==> src/rtl/async_fifo_rd_drain.sv <==
// Read-side drain engine for async_fifo_top, clocked in the read domain.
// It pops words from the FIFO read port while the 3-entry output buffer has
// room for them. The buffer absorbs the 1-cycle FIFO read latency, so the
// valid/ready stream can run at one word per cycle.
// Optional build macro ASYNC_FIFO_SEQ_CHECK_EN adds a sticky check that each
// delivered word is the previous delivered word + 1. It is for the
// incrementing-pattern self-test. Without the macro, seq_err is tied low.
module async_fifo_rd_drain #(
  parameter int DWIDTH = 8,
  parameter int CNTW   = 16
) (
  input  logic              rclk,
  input  logic              reset,
  input  logic              en,
  input  logic              empty,
  output logic              pop,
  input  logic [DWIDTH-1:0] rdata,
  output logic              m_valid,
  output logic [DWIDTH-1:0] m_data,
  input  logic              m_ready,
  output logic              busy,
  output logic [CNTW-1:0]   word_cnt,
  output logic              seq_err
);

  typedef enum logic [1:0] {
    IDLE = 2'd0,
    RUN  = 2'd1,
    STOP = 2'd2
  } state_t;

  state_t            state;
  logic [1:0]        occ;
  logic [1:0]        rd_ptr;
  logic [1:0]        wr_ptr;
  logic              inflight;
  logic [DWIDTH-1:0] q0;
  logic [DWIDTH-1:0] q1;
  logic [DWIDTH-1:0] q2;
  logic [2:0]        fill;
  logic              xfer;

  // Circular pointer over the three buffer slots.
  function automatic logic [1:0] ptr_inc(input logic [1:0] p);
    return (p == 2'd2) ? 2'd0 : p + 2'd1;
  endfunction

  // A pop is legal only if every word already owed to the buffer still fits.
  assign fill    = {1'b0, occ} + {2'b00, inflight};
  assign pop     = (state == RUN) && !empty && (fill < 3'd3);
  assign m_valid = (occ != 2'd0);
  assign xfer    = m_valid && m_ready;
  assign busy    = (state != IDLE);

  // The head-of-buffer slot drives the output word.
  always_comb begin
    case (rd_ptr)
      2'd0:    m_data = q0;
      2'd1:    m_data = q1;
      default: m_data = q2;
    endcase
  end

  // Drain control: RUN issues pops. STOP only drains words already owed.
  always_ff @(posedge rclk or posedge reset) begin
    if (reset) begin
      state <= IDLE;
    end else begin
      case (state)
        IDLE: if (en) state <= RUN;
        RUN:  if (!en) state <= STOP;
        STOP: begin
          if (en)
            state <= RUN;
          else if ((occ == 2'd0) && !inflight)
            state <= IDLE;
        end
        default: state <= IDLE;
      endcase
    end
  end

  // Output buffer. It captures rdata one cycle after each pop and releases
  // the head word on every transfer.
  always_ff @(posedge rclk or posedge reset) begin
    if (reset) begin
      q0       <= '0;
      q1       <= '0;
      q2       <= '0;
      rd_ptr   <= 2'd0;
      wr_ptr   <= 2'd0;
      occ      <= 2'd0;
      inflight <= 1'b0;
    end else begin
      inflight <= pop;
      if (inflight) begin
        case (wr_ptr)
          2'd0:    q0 <= rdata;
          2'd1:    q1 <= rdata;
          default: q2 <= rdata;
        endcase
        wr_ptr <= ptr_inc(wr_ptr);
      end
      if (xfer)
        rd_ptr <= ptr_inc(rd_ptr);
      case ({inflight, xfer})
        2'b10:   occ <= occ + 2'd1;
        2'b01:   occ <= occ - 2'd1;
        default: occ <= occ;
      endcase
    end
  end

  // Delivered-word counter. It wraps naturally, and only reset clears it.
  always_ff @(posedge rclk or posedge reset) begin
    if (reset)
      word_cnt <= '0;
    else if (xfer)
      word_cnt <= word_cnt + CNTW'(1);
  end

`ifdef ASYNC_FIFO_SEQ_CHECK_EN
  logic [DWIDTH-1:0] prev_word;
  logic              seeded;

  // Sequence checker. The first word after reset seeds the reference.
  // Any later break in the +1 pattern latches seq_err.
  always_ff @(posedge rclk or posedge reset) begin
    if (reset) begin
      prev_word <= '0;
      seeded    <= 1'b0;
      seq_err   <= 1'b0;
    end else if (xfer) begin
      if (seeded && (m_data != prev_word + DWIDTH'(1)))
        seq_err <= 1'b1;
      prev_word <= m_data;
      seeded    <= 1'b1;
    end
  end
`else
  assign seq_err = 1'b0;
`endif

endmodule

==> config.mk <==
export PLATFORM = sky130hd
export DESIGN_NAME = async_fifo_rd_drain
export DESIGN_NICKNAME = d
export VERILOG_FILES = /design/src/rtl/async_fifo_rd_drain.sv
export SDC_FILE = /design/constraint.sdc
export NUM_CORES = 1
export LEC_CHECK = 0
export BUFFER_PORTS_ARGS = -buffer_cell sky130_fd_sc_hd__buf_4
export CAP_MARGIN = 20
export CORE_ASPECT_RATIO = 1.25
export CORE_MARGIN = 2
export CORE_UTILIZATION = 49
export CTS_CLUSTER_SIZE = 30
export DETAILED_ROUTE_END_ITERATION = 10
export GPL_ROUTABILITY_DRIVEN = 0
export MAX_ROUTING_LAYER = met4
export PLACE_DENSITY = 0.77
export SLEW_MARGIN = 20
export SYNTH_ARGS = -nofsm -noshare
export SYNTH_HDL_FRONTEND = slang
export SYNTH_SLANG_ARGS = --single-unit
==> constraint.sdc <==
create_clock -name rclk -period 1.5 [get_ports rclk]
set_input_delay 0.15 -clock rclk [delete_from_list [all_inputs] [get_ports rclk]]
set_output_delay 0.15 -clock rclk [all_outputs]
set_load 0.01 [all_outputs]
# Word-level counts from Yosys, hierarchy flattened
# Index checks and enable logic that the tools add are counted.
# classes
n_div	0
mul	0
n_mux	9
n_shift	0
n_addsub	6
order_cmp	1
n_reduce_logical	18
eq_ne	11
bitwise	1
# ops
operator	count
16-bit by 1-bit adder with 16-bit output (second input constant)	1
8-bit one-hot mux with 2 select lines	1
2-bit two-way mux	6
2-bit by 1-bit == test with 1-bit output (second input constant)	4
2-bit == test (second input constant)	4
2-bit logical NOT	4
2-bit by 1-bit adder with 2-bit output (second input constant)	3
2-bit one-hot mux with 3 select lines	1
2-bit AND reduction	3
2-bit nonzero test	3
1-bit logical AND	4
2-bit inequality test (second input constant)	2
2-bit one-hot mux with 2 select lines	1
2-bit by 1-bit adder with 3-bit output	1
3-bit by 2-bit < comparator with 1-bit output (second input constant)	1
3-bit inequality test (second input constant)	1
3-bit AND reduction	1
1-bit logical NOT	2
2-bit OR reduction	1
2-bit by 1-bit subtractor with 2-bit output (second input constant)	1
1-bit inverter	1
# totals
output_inout_bits	28
inputBits	13
n_memories	0
ram_bits	0
latch_bits	0
romBits	0
register_bits	49
wordCells	55

# Longest topological paths before layout
# depth
depth_word	5
mapped_depth	7
ltp_nobuf	7

# Least setup slack after synthesis
# No wires, ideal clock.
# synth_timing
path_type	reg2reg
from	reg occ[0]
to	reg inflight
path_buffers	0
setup_slack_ns	-0.364
arrival_time_ns	1.661
path_stages_with_launch	4
synth_period_minus_slack_ns	1.864
required_ns	1.297
setup_ns	0.203
cell_sequence	dfrtp_1 > ha_1 > ha_1 > a2111oi_0
# synth_via
elab_chain_cells	3
# synth_lines
item	line	source
start, declared	33	logic [1:0] occ;
start signal, assigned	107	2'b10: occ <= occ + 2'd1;
start signal, assigned	108	2'b01: occ <= occ - 2'd1;
2-bit by 1-bit adder with 3-bit output	49	assign fill = {1'b0, occ} + {2'b00, inflight};
3-bit by 2-bit < comparator with 1-bit output	50	assign pop = (state == RUN) && !empty && (fill < 3'd3);
1-bit logical AND	50	
via pop	16	output logic pop,
end signal, assigned	95	inflight <= pop;
end, declared	36	logic inflight;
# The timed path passes the listed nets, and every way through them passes these cells.
# A chain may end at the register's enable or synchronous reset.

# Worst setup path in the final report
# layout_timing
from	reg occ[0]
to	out pop
# layout_via
elab_chain_cells	3
# layout_lines
item	line
2-bit by 1-bit adder with 3-bit output	49
3-bit by 2-bit < comparator with 1-bit output	50
1-bit logical AND	50
end, declared	16
# No other way between the ends.

==> results_dict.tcl <==
set metrics [dict create \
    clock_latency_ns 0.30 \
    nets 249 \
    cp_slowest_cell "dfrtp_1" \
    fin_crit_sh_pct 115 \
    synth_async_sr_flop_share_pct 100 \
    grt_start_max_net_pins 35 \
    die_h_um 78.0 \
    total_leakage_power_nw 1.31 \
    wl_per_cell_um 14.5 \
    yosys.area.top_type "dfrtp_1" \
    cts.sinks 49 \
    cts_made_buffers 5 \
    final_common_cell "buf_4" \
    drive_gt1_share_pct 42.5 \
    antenna_found_initial 0 \
    syn_area_um2 2150 \
    cts_tree "done" \
    n_fill_cell 341 \
    grt_overflow 0 \
    final_hold_viol_count 0 \
    finalNonFillerCells 289 \
    drtAntennaViolNets 0 \
    synth_ff_type "dfrtp_1" \
    ios 41 \
    drc 0 \
    violations "negative setup slack" \
    finalSetupViolations 2 \
    dieArea_um2 4930 \
    fin_skew_ns 0.00645 \
    num_vias 1490 \
    die-width_um 63.2 \
    worstPathMaxFanout 2 \
    cp.required_ns 1.35 \
    grt_pass1_vias 1558 \
    area_delta_synth_final_pct 31.8 \
    worst_slack_ns -0.232 \
    dpl_worst_slack_ns -0.0833 \
    syn_nets 188 \
    crit_chain "ha_2, ha_4, a2111oi_4, buf_4" \
    drv_cap 0 \
    min_path_type "input pin to flip-flop" \
    max-clock-path-buffers 2 \
    crit_path_max_incr_delay_ns 0.41 \
    routed_wl_um 4180 \
    initial_core_util_pct 51.6 \
    drt-initial-drc-count 33 \
    worst_ep_arrival_time_ns 1.58 \
    core-area_um2 4160 \
    h-tree-depth 2 \
    ys_ff_latch 49 \
    netlist_instances 171 \
    vias_per_cell 5.16 \
    netlist.area_leader.share_pct 57.1 \
    grt_pass1_wl_um 7140 \
    yosys_warnings 0 \
    num_rows 26 \
    path_class "flip-flop to output port" \
    clk_pin_slew_ns 0.08 \
    power.density_nw_per_um2 1870 \
    diodes 0 \
    io_buffers 39 \
    worstSetupStartpointType "flip-flop" \
    cts_root_buf "clkbuf_8" \
    avgSynthCellArea_um2 12.6 \
    ys_seq_area_share_pct 57.1 \
    final_cell_mix "51 x buf_4, 48 x dfrtp_1, 22 x mux2_2, 19 x nand2_1, 15 x xnor2_1" \
    synth_cell_type_count 31 \
    slew_viol_final 0 \
    grt_usage_pct 19.3 \
    dr.pass1.iters 4 \
    status "complete, but fails checks" \
    dp_hpwl_um 3090 \
    fin_crit_ns 1.73 \
    dp_cells 274 \
    synth-edff-count 0 \
    end_kind "output port" \
    yosys-top-cells-area "dfrtp_1 57%, mux2_2 12%, xnor2_1 6.5%" \
    ir_drop_v 0.00109 \
    rsz0062_at_grt "true" \
    clock.fmax_mhz 577 \
]
==> repair_timing <==
item | 4_1_cts | 5_1_grt
buffers inserted | 3 | 4
pin swaps | 5 | 3
endpoints found under the setup margin | 7 | 14
endpoints found under the hold margin | 16 | 0
resized for setup | 4 | 17
hold buffers | 2 | 0
==> final timing paths <==
path | end | depth (start not counted) | slack, ns | start
setup / recovery | pop | 4 | -0.23 | occ[0]
hold / removal | inflight | 2 | 0.01 | empty
setup reg to reg | occ[1] | 8 | -0.02 | occ[0]
hold reg to reg | q0[0] | 1 | 0.49 | q0[0]
max in group asynchronous | occ[1] | 4 | 0.64 | reset
min in group asynchronous | word_cnt[14] | 3 | 0.37 | reset
==> Yosys cell counts, drive strengths merged, types with 3 or more instances <==
cell type and n:
mux2 24, nand4 4, nand3 5, xnor2 16, dfrtp 49, ha 4
mux2i 8, o21ai 11, inv 4, buf 3, and4 3, nand2 20
==> area by class of cell <==
type	instances	area [um^2]	share of cell area, %
flip-flops and latches	49	1230	43.4
multi-input cells	113	946	33.4
repair buffers	59	488	17.2
clock buffers	8	80.1	2.83
well taps	56	70.1	2.48
inverters	4	17.5	0.619
==> cells by family (layout without fill, tap and decap cells) <==
kind of cell,count (synthesis),after routing,synth area share (%)
buf+inv,9,71,1.98
xor+xnor,18,18,7.34
fa+ha+maj,4,4,2.33
other cells,1,1,0.175
flops,49,49,57.1
mux,32,32,16.3
compound gates,17,17,4.78
simple gates,41,41,9.97
==> through the flow <==
stage	cell area [um^2]	utilization, %	total power, mW	TNS, ns	hold slack, ns
floorplan	2180	-	3.39	0	0.213
global placement	2630	63.3	4.23	-0.0272	0.145
detailed placement	2630	63.3	4.35	-0.139	0.146
CTS	2770	66.5	5.15	-0.331	0.00281
global route	2830	67.9	5.66	-0.476	0.00386
finish	2830	67.9	5.29	-0.249	0.0148
==> where the power goes <==
part | internal, mW | leakage, nW | total [mW] | switching, mW
combinational | 1.36 | 0.664 | 2.37 | 1.01
sequential | 1.83 | 0.608 | 2.19 | 0.362
clock | 0.332 | 0.0395 | 0.727 | 0.396
total | 3.53 | 1.31 | 5.29 | 1.77
==> flip-flops by register name (all words and copies together), names as in the netlist, 2 cells and up <==
signal / flops
q2: 8
occ: 2
rd_ptr: 2
wr_ptr: 2
q1: 8
state: 2
q0: 8
word_cnt: 16
==> worst max-delay path: cells and delay by family (launching register included) <==
family	cells	cell delay, ns
flops	1	0.41
fa+ha+maj	2	0.42
compound gates	1	0.29
buf+inv	1	0.18
==> routing by layer <==
layer | up-vias | track usage, % | share of wire, %
met5 | - | - | 0
met4 | 0 | 7.17 | 1.9
met3 | 9 | 4.58 | 4.8
met2 | 43 | 35.2 | 55
met1 | 729 | 20.0 | 38
li1 | 709 | - | -
Power figures use the tool's default switching activity.
